--- config.mk ---
export PLATFORM = sky130hd
export DESIGN_NAME = alu_issue
export DESIGN_NICKNAME = d
export VERILOG_FILES = /design/src/rtl/alu_issue.sv
export SDC_FILE = /design/constraint.sdc
export NUM_CORES = 1
export LEC_CHECK = 0
export CORE_AREA = 3 3 121 123
export DETAILED_ROUTE_END_ITERATION = 6
export DIE_AREA = 0 0 124 126
export GPL_TIMING_DRIVEN = 0
export PLACE_DENSITY = 0.64
export SYNTH_ARGS = -nofsm -noshare
export SYNTH_HDL_FRONTEND = slang
export SYNTH_SLANG_ARGS = --single-unit
--- constraint.sdc ---
create_clock -name clk -period 3.95 [get_ports clk]
set_clock_uncertainty 0.15 [all_clocks]
set_input_delay 1.185 -clock clk [delete_from_list [all_inputs] [get_ports clk]]
set_output_delay 1.185 -clock clk [all_outputs]
set_load 0.03 [all_outputs]
--- src/rtl/alu_issue.sv ---
// rtl/alu_issue.sv - single-issue ALU front end with 4-entry register file and carry flag
//
// Purpose:
//   Accepts 16-bit instruction words, reads two operands from a 4-entry
//   register file, drives them to a downstream combinational ALU from
//   registered latches, and writes the ALU result and carry back one cycle
//   later. A side load port writes registers directly while idle.
//
// Ports:
//   clk, reset                      clock, synchronous active-high reset
//   instr_valid_i / instr_ready_o   instruction handshake
//   instr_i[15:0]                   {opcode, rd, ra, rb, use_carry, 5'bx}
//   ld_valid_i / ld_ready_o         register load handshake
//   ld_addr_i, ld_data_i            load destination and data
//   alu_instr_o, alu_a_o, alu_b_o,
//   alu_cin_o                       registered ALU operand drives
//   alu_acc_i, alu_cout_i           ALU result and carry out
//   wb_valid_o                      writeback happening this cycle
//   carry_o                         current carry flag
//   dbg_addr_i / dbg_data_o         combinational register read

module alu_issue #(
   parameter int REG_WIDTH = 16
) (
   input  logic                 clk,
   input  logic                 reset,
   input  logic                 instr_valid_i,
   output logic                 instr_ready_o,
   input  logic [15:0]          instr_i,
   input  logic                 ld_valid_i,
   output logic                 ld_ready_o,
   input  logic [1:0]           ld_addr_i,
   input  logic [REG_WIDTH-1:0] ld_data_i,
   output logic [3:0]           alu_instr_o,
   output logic [REG_WIDTH-1:0] alu_a_o,
   output logic [REG_WIDTH-1:0] alu_b_o,
   output logic                 alu_cin_o,
   input  logic [REG_WIDTH-1:0] alu_acc_i,
   input  logic                 alu_cout_i,
   output logic                 wb_valid_o,
   output logic                 carry_o,
   input  logic [1:0]           dbg_addr_i,
   output logic [REG_WIDTH-1:0] dbg_data_o
);

   typedef enum logic {
      IDLE = 1'b0,
      EXEC = 1'b1
   } state_t;

   state_t               state_q, state_d;
   logic [REG_WIDTH-1:0] regs_q [4];
   logic [REG_WIDTH-1:0] regs_d [4];
   logic                 carry_q, carry_d;
   logic [1:0]           rd_q, rd_d;
   logic [3:0]           alu_instr_q, alu_instr_d;
   logic [REG_WIDTH-1:0] alu_a_q, alu_a_d;
   logic [REG_WIDTH-1:0] alu_b_q, alu_b_d;
   logic                 alu_cin_q, alu_cin_d;

   // Instruction field decode
   logic [3:0] op_opcode;
   logic [1:0] op_rd;
   logic [1:0] op_ra;
   logic [1:0] op_rb;
   logic       op_use_carry;
   logic       unused_instr_bits;

   assign op_opcode         = instr_i[15:12];
   assign op_rd             = instr_i[11:10];
   assign op_ra             = instr_i[9:8];
   assign op_rb             = instr_i[7:6];
   assign op_use_carry      = instr_i[5];
   assign unused_instr_bits = ^instr_i[4:0];

   logic instr_accept;

   // Readies depend only on state and ld_valid_i; a pending load blocks
   // instruction accept so the two never race for the register file.
   always_comb begin
      ld_ready_o    = (state_q == IDLE);
      instr_ready_o = (state_q == IDLE) && !ld_valid_i;
      wb_valid_o    = (state_q == EXEC);
      instr_accept  = instr_valid_i && instr_ready_o;
   end

   always_comb begin
      state_d     = state_q;
      regs_d      = regs_q;
      carry_d     = carry_q;
      rd_d        = rd_q;
      alu_instr_d = alu_instr_q;
      alu_a_d     = alu_a_q;
      alu_b_d     = alu_b_q;
      alu_cin_d   = alu_cin_q;

      case (state_q)
         IDLE: begin
            if (ld_valid_i) begin
               regs_d[ld_addr_i] = ld_data_i;
            end else if (instr_accept) begin
               // Operands are captured here, so rd aliasing ra/rb reads the
               // pre-writeback value.
               alu_instr_d = op_opcode;
               alu_a_d     = regs_q[op_ra];
               alu_b_d     = regs_q[op_rb];
               alu_cin_d   = op_use_carry ? carry_q : 1'b0;
               rd_d        = op_rd;
               state_d     = EXEC;
            end
         end
         EXEC: begin
            regs_d[rd_q] = alu_acc_i;
            carry_d      = alu_cout_i;
            state_d      = IDLE;
         end
         default: begin
            state_d = IDLE;
         end
      endcase
   end

   // Reset wins over everything, including an in-flight writeback.
   always_ff @(posedge clk) begin
      if (reset) begin
         state_q     <= IDLE;
         for (int i = 0; i < 4; i++) begin
            regs_q[i] <= '0;
         end
         carry_q     <= 1'b0;
         rd_q        <= 2'd0;
         alu_instr_q <= 4'd0;
         alu_a_q     <= '0;
         alu_b_q     <= '0;
         alu_cin_q   <= 1'b0;
      end else begin
         state_q     <= state_d;
         for (int i = 0; i < 4; i++) begin
            regs_q[i] <= regs_d[i];
         end
         carry_q     <= carry_d;
         rd_q        <= rd_d;
         alu_instr_q <= alu_instr_d;
         alu_a_q     <= alu_a_d;
         alu_b_q     <= alu_b_d;
         alu_cin_q   <= alu_cin_d;
      end
   end

   assign alu_instr_o = alu_instr_q;
   assign alu_a_o     = alu_a_q;
   assign alu_b_o     = alu_b_q;
   assign alu_cin_o   = alu_cin_q;
   assign carry_o     = carry_q;
   assign dbg_data_o  = regs_q[dbg_addr_i];

endmodule

; After elaboration in Yosys (flattened, before gate mapping)
; Cells that the tools add are included.
[word_totals]
register_bits = 105
input_bits = 57
[op_classes]
magnitude_cmp = 7
n_eq_ne = 1
muxes = 21
n_bitwise = 7
n_reduce_logical = 6
[ops]
columns = op, count
row1 = 64-bit bitwise mux, 2
row2 = 16-bit two-way mux, 8
row3 = 64-bit one-hot mux with 2 select lines, 1
row4 = 16-bit binary-select mux with 2-bit select, 3
row5 = 16-bit demux with 2-bit select, 2
row6 = 64-bit two-way mux, 1
row7 = 3-bit greater-or-equal comparator (second input constant), 5
row8 = 2-bit NOT with 3-bit output, 5
row9 = 3-bit by 1-bit less-than comparator with 1-bit output (second input constant), 2
row10 = 1-bit logical AND, 4
row11 = 1-bit two-way mux, 3
row12 = 3-bit AND reduction, 1
row13 = 2-bit != test (second input constant), 1
row14 = 1-bit NOT, 2
row15 = 1-bit one-hot mux with 2 select lines, 1
row16 = 1-bit logical NOT, 1

; Depth between registers and ports, before layout
[depth]
word_depth = 8
mapped_depth = 7
ltp_nobuf = 3

; Worst setup path before layout
; OpenSTA, ideal clock, no wires.
[synth_path]
path_type = input to output
start = input dbg_addr_i[1]
end = output dbg_data_o[10]
t_arrival_ns = 2.519
required_ns = 2.615
setup_slack_ns = 0.096
cell_stages = 3
n_path_buf = 2
path_cell_list = clkbuf_1 -> buf_2 -> mux4_2
[synth_via]
elab_chain_cells = 4
[synth_lines]
columns = element, line
row1 = from (decl), 42  ; input logic [1:0] dbg_addr_i,
row2 = 2-bit NOT with 3-bit output (implied by the code), 155  ; assign dbg_data_o = regs_q[dbg_addr_i];
row3 = 16-bit binary-select mux with 2-bit select, 155
row4 = 16-bit two-way mux (implied by the code) (2 in series), 155
row5 = to (decl), 43  ; output logic [REG_WIDTH-1:0] dbg_data_o
; No other way between the ends. The select of a mux whose other input is x is not followed.

; Worst setup path in the final report
[layout_path]
start = input dbg_addr_i[1]
end = output dbg_data_o[1]
; Same word-level chain as after synthesis.

==> results by group <==
Layout
  • Antenna cells: 0
  • Area grow syn2layout: 28.0%
  • Fin nets: 649
  • Commonest non-fill, non-tap cell in the layout: dfxtp_1
  • Non-filler cells, final: around 780
  • Final core utilization: 50.5%
  • Share of cells above drive strength 1: between 10% and 20%
  • Most frequent cells in the layout: dfxtp_1, clkdlybuf4s50_1, a22oi_1, nor3_1, a211oi_1

Floorplan
  • # IOs: 114
  • Die area: 0.0156 sq mm
  • Site row count: 43
  • Die X: 124 microns
  • Core ar.: 0.0138 sq mm
  • Die height: 126 microns
  • Initial Util: about two fifths

Power and ir drop
  • Sw power: 0.692 mW
  • Combinational share of power: around 18%
  • Switching share of power: 27.4%
  • Pwr Density: about 360 mW/mm^2
  • Leakage Power: 2.36 nW
  • Clock power share: between 30% and 40%
  • Cell Int Power: approximately 1.8 mW
  • Part of the power in registers: a little under half
  • Worst VDD drop: 0.204 mV

Flow run
  • Max Cap Viol: 0

Detailed routing
  • Wire length per cell: just over 20 microns
  • Post-Route WL: 16.1 mm
  • Post-route ant nets: 0
  • Post-route DRC: 0
  • Via count: 4662
  • First-pass DRT Iterations: 5
  • Drt via density: 6.00
  • Drt first-iter violations: 526

Logic synthesis
  • #FFs+latches synth: 105
  • Post-synthesis sequential area ratio: 38.7%
  • Number of library cell types mapped by synthesis: 30
  • Syn Area/Cell: 11.3 sq um
  • Syn nets: about 540
  • Synth warn: 0
  • Post-Synthesis Cells: 481
  • Cell Area, Synth: 0.00543 sq mm

Setup path
  • CP max-delay cell: clkdlybuf4s50_1
  • Critical path's largest stage delay: 0.60 ns
  • WP buf/inv: 2
  • Critical Path Fanout Max: 7
  • Top delay family on crit path: buffers and inverters
  • Critical Path AT: 2.51 ns
  • CP endpoint kind: output pin
  • Setup CP Type: in -> out
  • Startpoint Class: input pin
  • Req. time, crit path: 2.61 ns
  • Crit path cell chain: clkbuf_4 > mux4_2 > clkdlybuf4s50_1

STA
  • Max-slew headroom: around half
  • Final setup fails: 0
  • Transition time of the tightest slew-check pin: 0.750 ns
  • Period utilization: slightly below 100%
  • Max Clk Rate: 260 MHz
  • Unrepaired setup endpoints after global routing: no
  • Endpoints failing hold: 0
  • Min Tclk post-route: between 3 and 4 ns
  • Max Transition Viols Final: 0

Place
  • DP HPWL: 12.9 mm
  • Port bufs: 100
  • Cell Count Post-Placement: 761
  • RD Place Congestion: 0.867

Status
  • Outcome: completed

CTS
  • Reg clk slew, reported paths: 0.08 ns
  • Clock root buffer: clkbuf_16
  • CTS sink count: about 110
  • Htree depth: 3
  • TritonCTS Buffers: 9
  • Cts hold-fix bufs: 0
  • Setup bufs post-CTS: 0
  • Worst-Skew Late Latency: 0.36 ns
  • Max clock buf depth: 2
  • CTS tree: done

Global routing
  • Initial antenna violation count: 0
  • Gr usage total: 20.8%
  • Via count of the first global-routing pass: about 4700
  • Total grt overflow: 0
  • First-pass GRT wire length: between 20 and 30 mm
  • Largest net degree at the start of global routing: 16

Min path
  • HP Class: reg -> reg
[per-layer routing]
layer	wire, microns	GRT usage (%)	share of wire, %	vias to the layer above
met4	436	8.05	2.7	0
met1	6730	26.9	42	2224
met3	1310	4.58	8.2	31
met2	7570	33.9	47	221
li1	-	-	-	2186
met5	0	0	0	-
[sequential cells by signal, summed over array words and instances (netlist names)]
name         cells
alu_a_o         16
alu_b_o         16
alu_cin_o        1
alu_instr_o      4
carry_o          1
rd_q             2
regs_q          64
wb_valid_o       1
[cell type report]
class | instances | area, sq um
flip-flops and latches | 105 | 2100
well taps | 180 | 225
clock buffers | 15 | 288
multi-input cells | 309 | 2990
fillers | 1273 | 6820
plain buffers | 66 | 350
clock inverters | 1 | 7.51
repair buffers | 100 | 985
inverters | 1 | 3.75
[worst reg2reg max path, cell delays in order, from the launching register on]
cell and delay, ns:
dfxtp_1 0.39, buf_6 0.18, nor3_2 0.45, clkbuf_1 0.43, a22oi_1 0.20, a211oi_1 0.26
[cell usage after synthesis]
| cell | number | area (sq um) |
|---|---|---|
| and3b_1 | 3 | 26.3 |
| buf_12 | 1 | 20.0 |
| or2_2 | 1 | 6.26 |
| nor2_1 | 9 | 33.8 |
| mux4_2 | 48 | 1080 |
| nor3_2 | 1 | 10.0 |
| dfxtp_1 | 105 | 2100 |
| nor4b_4 | 1 | 23.8 |
| and3_1 | 1 | 6.26 |
| nor3_1 | 64 | 320 |
| nor3b_2 | 3 | 37.5 |
| a22oi_1 | 64 | 480 |
| a22o_1 | 32 | 280 |
| buf_4 | 3 | 22.5 |
| nor3b_1 | 1 | 7.51 |
| a211oi_1 | 54 | 405 |
| clkbuf_1 | 38 | 143 |
| buf_6 | 5 | 56.3 |
| nor2b_1 | 1 | 6.26 |
| and4bb_2 | 2 | 25.0 |
| a211oi_2 | 10 | 125 |
| and4b_1 | 1 | 10.0 |
| buf_1 | 1 | 3.75 |
| nand3_1 | 1 | 5.00 |
| or2_1 | 3 | 18.8 |
| nand2b_1 | 1 | 6.26 |
| mux2i_1 | 7 | 70.1 |
| buf_2 | 18 | 90.1 |
| a21oi_1 | 1 | 5.00 |
| inv_1 | 1 | 3.75 |
[metrics by stage]
step / TNS (ns) / total power [mW] / hold slack [ns] / setup slack [ns] / area (sq um)
5_1_grt: 0 / 2.59 / 0.342 / 0.0588 / 6950
6_report: 0 / 2.52 / 0.320 / 0.104 / 6950
2_1_floorplan: 0 / 1.46 / 0.375 / 0.0957 / 5430
3_3_place_gp: -7.07 / 1.63 / 0.310 / -0.597 / 6660
4_1_cts: 0 / 2.51 / 0.322 / 0.0149 / 6950
3_5_place_dp: -7.61 / 1.64 / 0.313 / -0.637 / 6660
[worst paths after layout]
check	slack, ns	cells past startpoint	start	endpoint
min reg2reg	0.32	2	alu_cin_o	alu_cin_o
max reg2reg	1.79	5	wb_valid_o	regs_q[57]
min	0.32	2	alu_cin_o	alu_cin_o
max	0.10	3	dbg_addr_i[1]	dbg_data_o[1]
[power groups by stage]
| stage | clock, mW | combinational (mW) | sequential [mW] |
|---|---|---|---|
| 2_1_floorplan | 0 | 0.282 | 1.18 |
| 3_3_place_gp | 0 | 0.451 | 1.18 |
| 3_5_place_dp | 0 | 0.460 | 1.18 |
| 4_1_cts | 0.895 | 0.455 | 1.16 |
| 5_1_grt | 0.933 | 0.490 | 1.17 |
| 6_report | 0.902 | 0.456 | 1.16 |
[logic make-up after synthesis]
logic type	synth area share (%)
muxes	21.2
AOI/OAI and AO/OA	23.9
DFF	38.7
and+or+nand+nor	10.0
buffers and inverters	6.24
[repair_timing]
action / CTS / global route
hold endpoints to repair: 0 / 0
endpoints found under the setup margin: 16 / 9
resized for setup: 19 / 2
Power figures use the tool's default switching activity.
